$ cat src/rtl/dallanma_ongorucu.sv
// Fetch-side branch predictor: direct-mapped BTB with a 2-bit saturating
// counter per entry. Lookups return one cycle after the request. Execute
// trains the table with resolved JAL/JALR/Bxx outcomes and targets.
module dallanma_ongorucu #(
  parameter int GIRDI_SAYISI = 16,
  parameter int IDX_BIT      = $clog2(GIRDI_SAYISI)
) (
  input  logic        clk_g,
  input  logic        rstn_g,
  input  logic        getir_gecerli_g,
  input  logic [31:0] getir_ps_g,
  input  logic        bosalt_g,
  output logic        ongoru_gecerli_c,
  output logic        ongoru_atla_c,
  output logic [31:0] ongoru_ps_c,
  input  logic        guncelle_gecerli_g,
  input  logic [31:0] guncelle_ps_g,
  input  logic        guncelle_atladi_g,
  input  logic [31:0] guncelle_hedef_g,
  input  logic        guncelle_atlama_g
);

  localparam int TAG_BIT = 32 - IDX_BIT - 2;

  logic [GIRDI_SAYISI-1:0] valid;
  logic [GIRDI_SAYISI-1:0] atlama_mem;
  logic [TAG_BIT-1:0]      tag_mem   [GIRDI_SAYISI];
  logic [31:0]             hedef_mem [GIRDI_SAYISI];
  logic [1:0]              sayac_mem [GIRDI_SAYISI];

  logic [IDX_BIT-1:0] getir_idx;
  logic [TAG_BIT-1:0] getir_tag;
  logic               getir_hit;
  logic               getir_atla;
  logic [31:0]        getir_sonraki;

  logic [IDX_BIT-1:0] guncelle_idx;
  logic [TAG_BIT-1:0] guncelle_tag;
  logic               guncelle_hit;
  logic [1:0]         guncelle_sayac;

  // The two low PC bits never take part in index or tag.
  logic unused_bits;
  assign unused_bits = ^{getir_ps_g[1:0], guncelle_ps_g[1:0]};

  assign getir_idx     = getir_ps_g[IDX_BIT+1:2];
  assign getir_tag     = getir_ps_g[31:IDX_BIT+2];
  assign getir_hit     = valid[getir_idx] && (tag_mem[getir_idx] == getir_tag);
  assign getir_atla    = getir_hit && (atlama_mem[getir_idx] || sayac_mem[getir_idx][1]);
  assign getir_sonraki = getir_ps_g + 32'd4;

  assign guncelle_idx   = guncelle_ps_g[IDX_BIT+1:2];
  assign guncelle_tag   = guncelle_ps_g[31:IDX_BIT+2];
  assign guncelle_hit   = valid[guncelle_idx] && (tag_mem[guncelle_idx] == guncelle_tag);
  assign guncelle_sayac = sayac_mem[guncelle_idx];

  // Registered prediction and entry valid bits; reset wipes both and drops any update.
  always_ff @(posedge clk_g) begin
    if (!rstn_g) begin
      valid            <= '0;
      ongoru_gecerli_c <= 1'b0;
      ongoru_atla_c    <= 1'b0;
      ongoru_ps_c      <= 32'd0;
    end else begin
      if (getir_gecerli_g && !bosalt_g) begin
        ongoru_gecerli_c <= 1'b1;
        ongoru_atla_c    <= getir_atla;
        ongoru_ps_c      <= getir_atla ? hedef_mem[getir_idx] : getir_sonraki;
      end else begin
        ongoru_gecerli_c <= 1'b0;
      end
      if (guncelle_gecerli_g && !guncelle_hit && guncelle_atladi_g) begin
        valid[guncelle_idx] <= 1'b1;
      end
    end
  end

  // Entry payload training: counter saturation, target refresh and allocation on taken misses.
  always_ff @(posedge clk_g) begin
    if (rstn_g && guncelle_gecerli_g) begin
      if (guncelle_hit) begin
        if (guncelle_atlama_g) begin
          hedef_mem[guncelle_idx]  <= guncelle_hedef_g;
          sayac_mem[guncelle_idx]  <= 2'b11;
          atlama_mem[guncelle_idx] <= 1'b1;
        end else if (guncelle_atladi_g) begin
          hedef_mem[guncelle_idx] <= guncelle_hedef_g;
          if (guncelle_sayac != 2'b11) begin
            sayac_mem[guncelle_idx] <= guncelle_sayac + 2'b01;
          end
        end else if (guncelle_sayac != 2'b00) begin
          sayac_mem[guncelle_idx] <= guncelle_sayac - 2'b01;
        end
      end else if (guncelle_atladi_g) begin
        tag_mem[guncelle_idx]    <= guncelle_tag;
        hedef_mem[guncelle_idx]  <= guncelle_hedef_g;
        atlama_mem[guncelle_idx] <= guncelle_atlama_g;
        sayac_mem[guncelle_idx]  <= guncelle_atlama_g ? 2'b11 : 2'b10;
      end
    end
  end

endmodule

$ cat config.mk
export PLATFORM = sky130hd
export DESIGN_NAME = dallanma_ongorucu
export DESIGN_NICKNAME = d
export VERILOG_FILES = /design/src/rtl/dallanma_ongorucu.sv
export SDC_FILE = /design/constraint.sdc
export NUM_CORES = 1
export LEC_CHECK = 0
export ABC_CLOCK_PERIOD_IN_PS = 8400
export CORE_AREA = 5 5 342 344
export DETAILED_ROUTE_END_ITERATION = 10
export DIE_AREA = 0 0 347 349
export GPL_ROUTABILITY_DRIVEN = 0
export PLACE_DENSITY_LB_ADDON = 0.15
export SKIP_LAST_GASP = 1
export SYNTH_ARGS = -nofsm -noshare
export SYNTH_HDL_FRONTEND = slang
export SYNTH_SLANG_ARGS = --single-unit
$ cat constraint.sdc
create_clock -name clk_g -period 8.4 [get_ports clk_g]
set_clock_uncertainty 0.15 [all_clocks]
set_input_delay 1.26 -clock clk_g [delete_from_list [all_inputs] [get_ports clk_g]]
set_output_delay 1.26 -clock clk_g [all_outputs]
set_load 0.01 [all_outputs]
==> results.md <==
* Fin crit period at 6.02 ns
* Post-synth EDFFs at just under 1000
* Routed vias at between 20000 and 30000
* Sequential share of power at 49.6%
* CTS buffer count at 108
* Post-synthesis compound-gate area fraction at 4.37%
* Final Power at about 0.011 W
* Synth cell types at 79
* Synthesized cell area at between 40000 and 50000 µm²
* H-tree depth at 3
* Clock buffer depth at 3
* Net Sw Power at around 0.0025 W
* Iteration-0 DRC count of the detailed router at 2678
* Synth Register Bits at a little over 1000
* Sequential Area at a little over 30000 µm²
* Hold Path Class: flip-flop to flip-flop
* Buffers and inverters on the worst path at 5
* WP data required at 8.57 ns
* Final hold vios at 0
* Net Count, Synth at around 2500
* Max-slew headroom at roughly 15%
* Crit Path Category: input port to flip-flop
* Drc violations at 0
* Clock share of power at a little over two fifths
* Area share of fa/ha/maj cells after synthesis at less than 1%
* Mux contribution to synthesized area at between 20% and 30%
* CP max stage delay at roughly 0.68 ns
* Worst endpoint data arrival time at slightly above 6 ns
* Crit path max-delay family: buffers and inverters
* CTS tree: yes
* Average size of a mapped cell at between 15 and 20 µm²
* CP Capture Type: flip-flop
* Area of the multi-input gates at ~14000 µm²
* Area Overhead vs Synth at 15.8%
* Max IR drop VDD at around 0.16 mV
* Die Ht at about 350 µm
* Post-DR wirelength/cell at 31.8 µm
* DPL Wire Length at 78.7 mm
* Synth warn at 0
* Post-DRT Antenna Nets at 0
* Synth async-reset ratio at 0%
* Tot GR Track Use at 21.7%
* Crit Path Max Fanout at 60
* Final Max Tran Viols at 0
* Outcome: finished, final reports clean
* Clock slew at reported path FFs at 0.06 ns
* Max frequency at 0.166 GHz
* Final setup fails at 0
* Largest family of logic cells by synthesized area: multiplexers
* Drt via density at roughly 6.0
* Post-cts sizing count at 0
* Vias in the first global route at around 26000
* Max_cap viols at 0
* Drt first pass iters at 5
* CP startpoint kind: input port
* Post-Syn Instances at about 2400
* Die Wd at between 300 and 400 µm
* # IOs at roughly 140
* Critical Path, Cell by Cell: buf_4 -> buf_4 -> mux2i_1 -> a22oi_1 -> a21oi_1 -> o311ai_0 -> nand4_1 -> or3_1 -> nor4_4 -> buf_4 -> a21oi_4 -> buf_4 -> nor2_4 -> buf_4
* Pleak at 16.5 nW
* Core area at between 100000 and 150000 µm²
* Nets at 2700
* Worst-margin pin slew at 1.28 ns
* Sequential element share of the synthesized area at approximately two thirds
* Combinational share of power at 7.2%
* Post-CTS Hold Fix Bufs at 0
* TritonCTS sink count at 1026
* Fraction of synthesized cell area in xor and xnor cells at roughly 1.2%
* Cell mode on critical path: buf_4
* First-pass GRT wire length at approximately 190 mm
* Final Cell Area at roughly 52000 µm²
* Period utilisation layout at between 70 and 80%
* Die area at approximately 120000 µm²
* Simple-gate share of the synthesized area at ~3.8%
* Sw Ratio at 22.3%
* P_int at just under 0.009 W
* Gr ovfl total at 0
* Fillers at 9651
* RSZ-0062 raised after global routing: no
* Root Buffer: clkbuf_16
* Layout cells sized above 1 at 26.0%
* Row count at 124
* Crit-path slowest cell: buf_4
* Final TNS setup at 0 ns
* Initial antenna violation count at 12
* Largest net degree at the start of global routing at roughly 140
* Final WL at between 100 and 150 mm
* Clk_lat worst skew at about 0.70 ns
* Starting Density at roughly two fifths
* Post-CTS Setup Repair Bufs at 0
* Ys flop type: edfxtp_1
* Pwr Density at roughly 220 nW/µm²
* Buffers on Ports at ~130
* Placed inst area at roughly 48000 µm²
power groups by stage:
stage / sequential [W] / clock, W / combinational, W
6_report: 0.00566 / 0.00492 / 0.000825
2_1_floorplan: 0.00576 / 0 / 0.000475
3_3_place_gp: 0.00576 / 0 / 0.000818
5_1_grt: 0.00566 / 0.00525 / 0.000875
4_1_cts: 0.00566 / 0.00503 / 0.000829
3_5_place_dp: 0.00577 / 0 / 0.000827
final timing paths:
path                     from          endpoint  slack, ns  cells past startpoint
max          guncelle_ps_g[5]  hedef_mem[11][3]       2.38                     14
min           ongoru_ps_c[20]   ongoru_ps_c[20]       0.33                      2
min reg2reg   ongoru_ps_c[20]   ongoru_ps_c[20]       0.33                      2
max reg2reg    tag_mem[9][25]   ongoru_ps_c[31]       3.28                      9
cells by family (layout without fill, tap and decap cells):
kind of cell,Yosys count,after routing
AO/OA/AOI/OAI,307,307
XOR/XNOR,63,63
adder cells (fa/ha/maj),3,3
buffers and inverters,186,435
flip-flops,1026,1026
multiplexers,507,507
other,0,8
AND/OR/NAND/NOR,343,343
worst register-to-register path, cell delays in order (launching register included):
cell and delay, ns:
edfxtp_1 0.38, mux4_1 0.54, a22o_1 0.27, a221oi_1 0.99, xor2_1 0.24, nand4_1 0.10
or4b_1 0.75, or3_2 0.99, o211ai_1 0.52, a21oi_1 0.11
layout by cell type, fill, tap and decap left out, types with 17 or more instances in the layout:
master,n
edfxtp_1,976
a21oi_1,49
o22ai_1,29
xor2_1,25
clkinv_2,21
mux4_2,352
buf_4,54
a22oi_1,27
nand2_1,106
clkbuf_16,109
inv_1,30
clkdlybuf4s50_1,126
buf_12,17
dfxtp_1,50
nor2_1,69
mux2_2,41
o21ai_0,99
xnor2_1,38
clkinv_1,19
mux2i_1,113
nor2_4,30
nor3_1,17
flip-flops by register name (all words and copies together), names as in the netlist:
name and cells:
valid 16, ongoru_ps_c 32, sayac_mem 32, ongoru_atla_c 1
ongoru_gecerli_c 1, tag_mem 416, atlama_mem 16, hedef_mem 512
metal layers:
layer  GRT usage, %  wire, µm  share of wire [%]  vias up
li1               -         -                  -    10459
met1           30.7     56700                 42    13398
met2           34.8     63300                 47     1069
met3           4.55     10400                7.8      196
met4           5.37      3210                2.4        2
met5              0         7             0.0052        -
through the flow:
step	hold WS [ns]	worst slack [ns]	cells	utilization, %
2_1_floorplan	0.285	2.00	2435	-
3_3_place_gp	0.297	1.75	3996	42.7
3_5_place_dp	0.313	1.70	3996	42.7
4_1_cts	0.327	2.47	4196	45.9
5_1_grt	0.363	2.18	4196	45.9
6_report	0.329	2.38	4204	45.9
final cells by class:
cell class                 instances  share of cell area, %
clock inverter                    74                   1.65
clock buffer                     126                   5.43
antenna                            8                 0.0384
timing repair buffer             203                   3.97
sequential                      1026                   58.1
multi-input combinational       1223                   27.0
inverter                          32                  0.235
tap                             1512                   3.63
Yosys cell counts (13+ instances only):
library cell / n / share of area (%)
nand4_1: 15 / 0.21
nand2b_1: 15 / 0.21
xnor2_1: 38 / 0.74
mux4_2: 352 / 18
nor3_1: 19 / 0.21
edfxtp_1: 976 / 65
buf_4: 13 / 0.22
a22oi_1: 27 / 0.45
mux2_2: 41 / 1.0
nor2_1: 99 / 0.82
xor2_1: 25 / 0.49
dfxtp_1: 50 / 2.2
inv_1: 31 / 0.26
clkbuf_1: 67 / 0.56
a21oi_1: 49 / 0.54
o21ai_0: 99 / 1.1
buf_2: 50 / 0.56
nand2_1: 107 / 0.89
nor2b_1: 14 / 0.19
nand3_1: 16 / 0.18
mux2i_1: 113 / 2.5
o22ai_1: 29 / 0.40
Power figures use the tool's default switching activity.
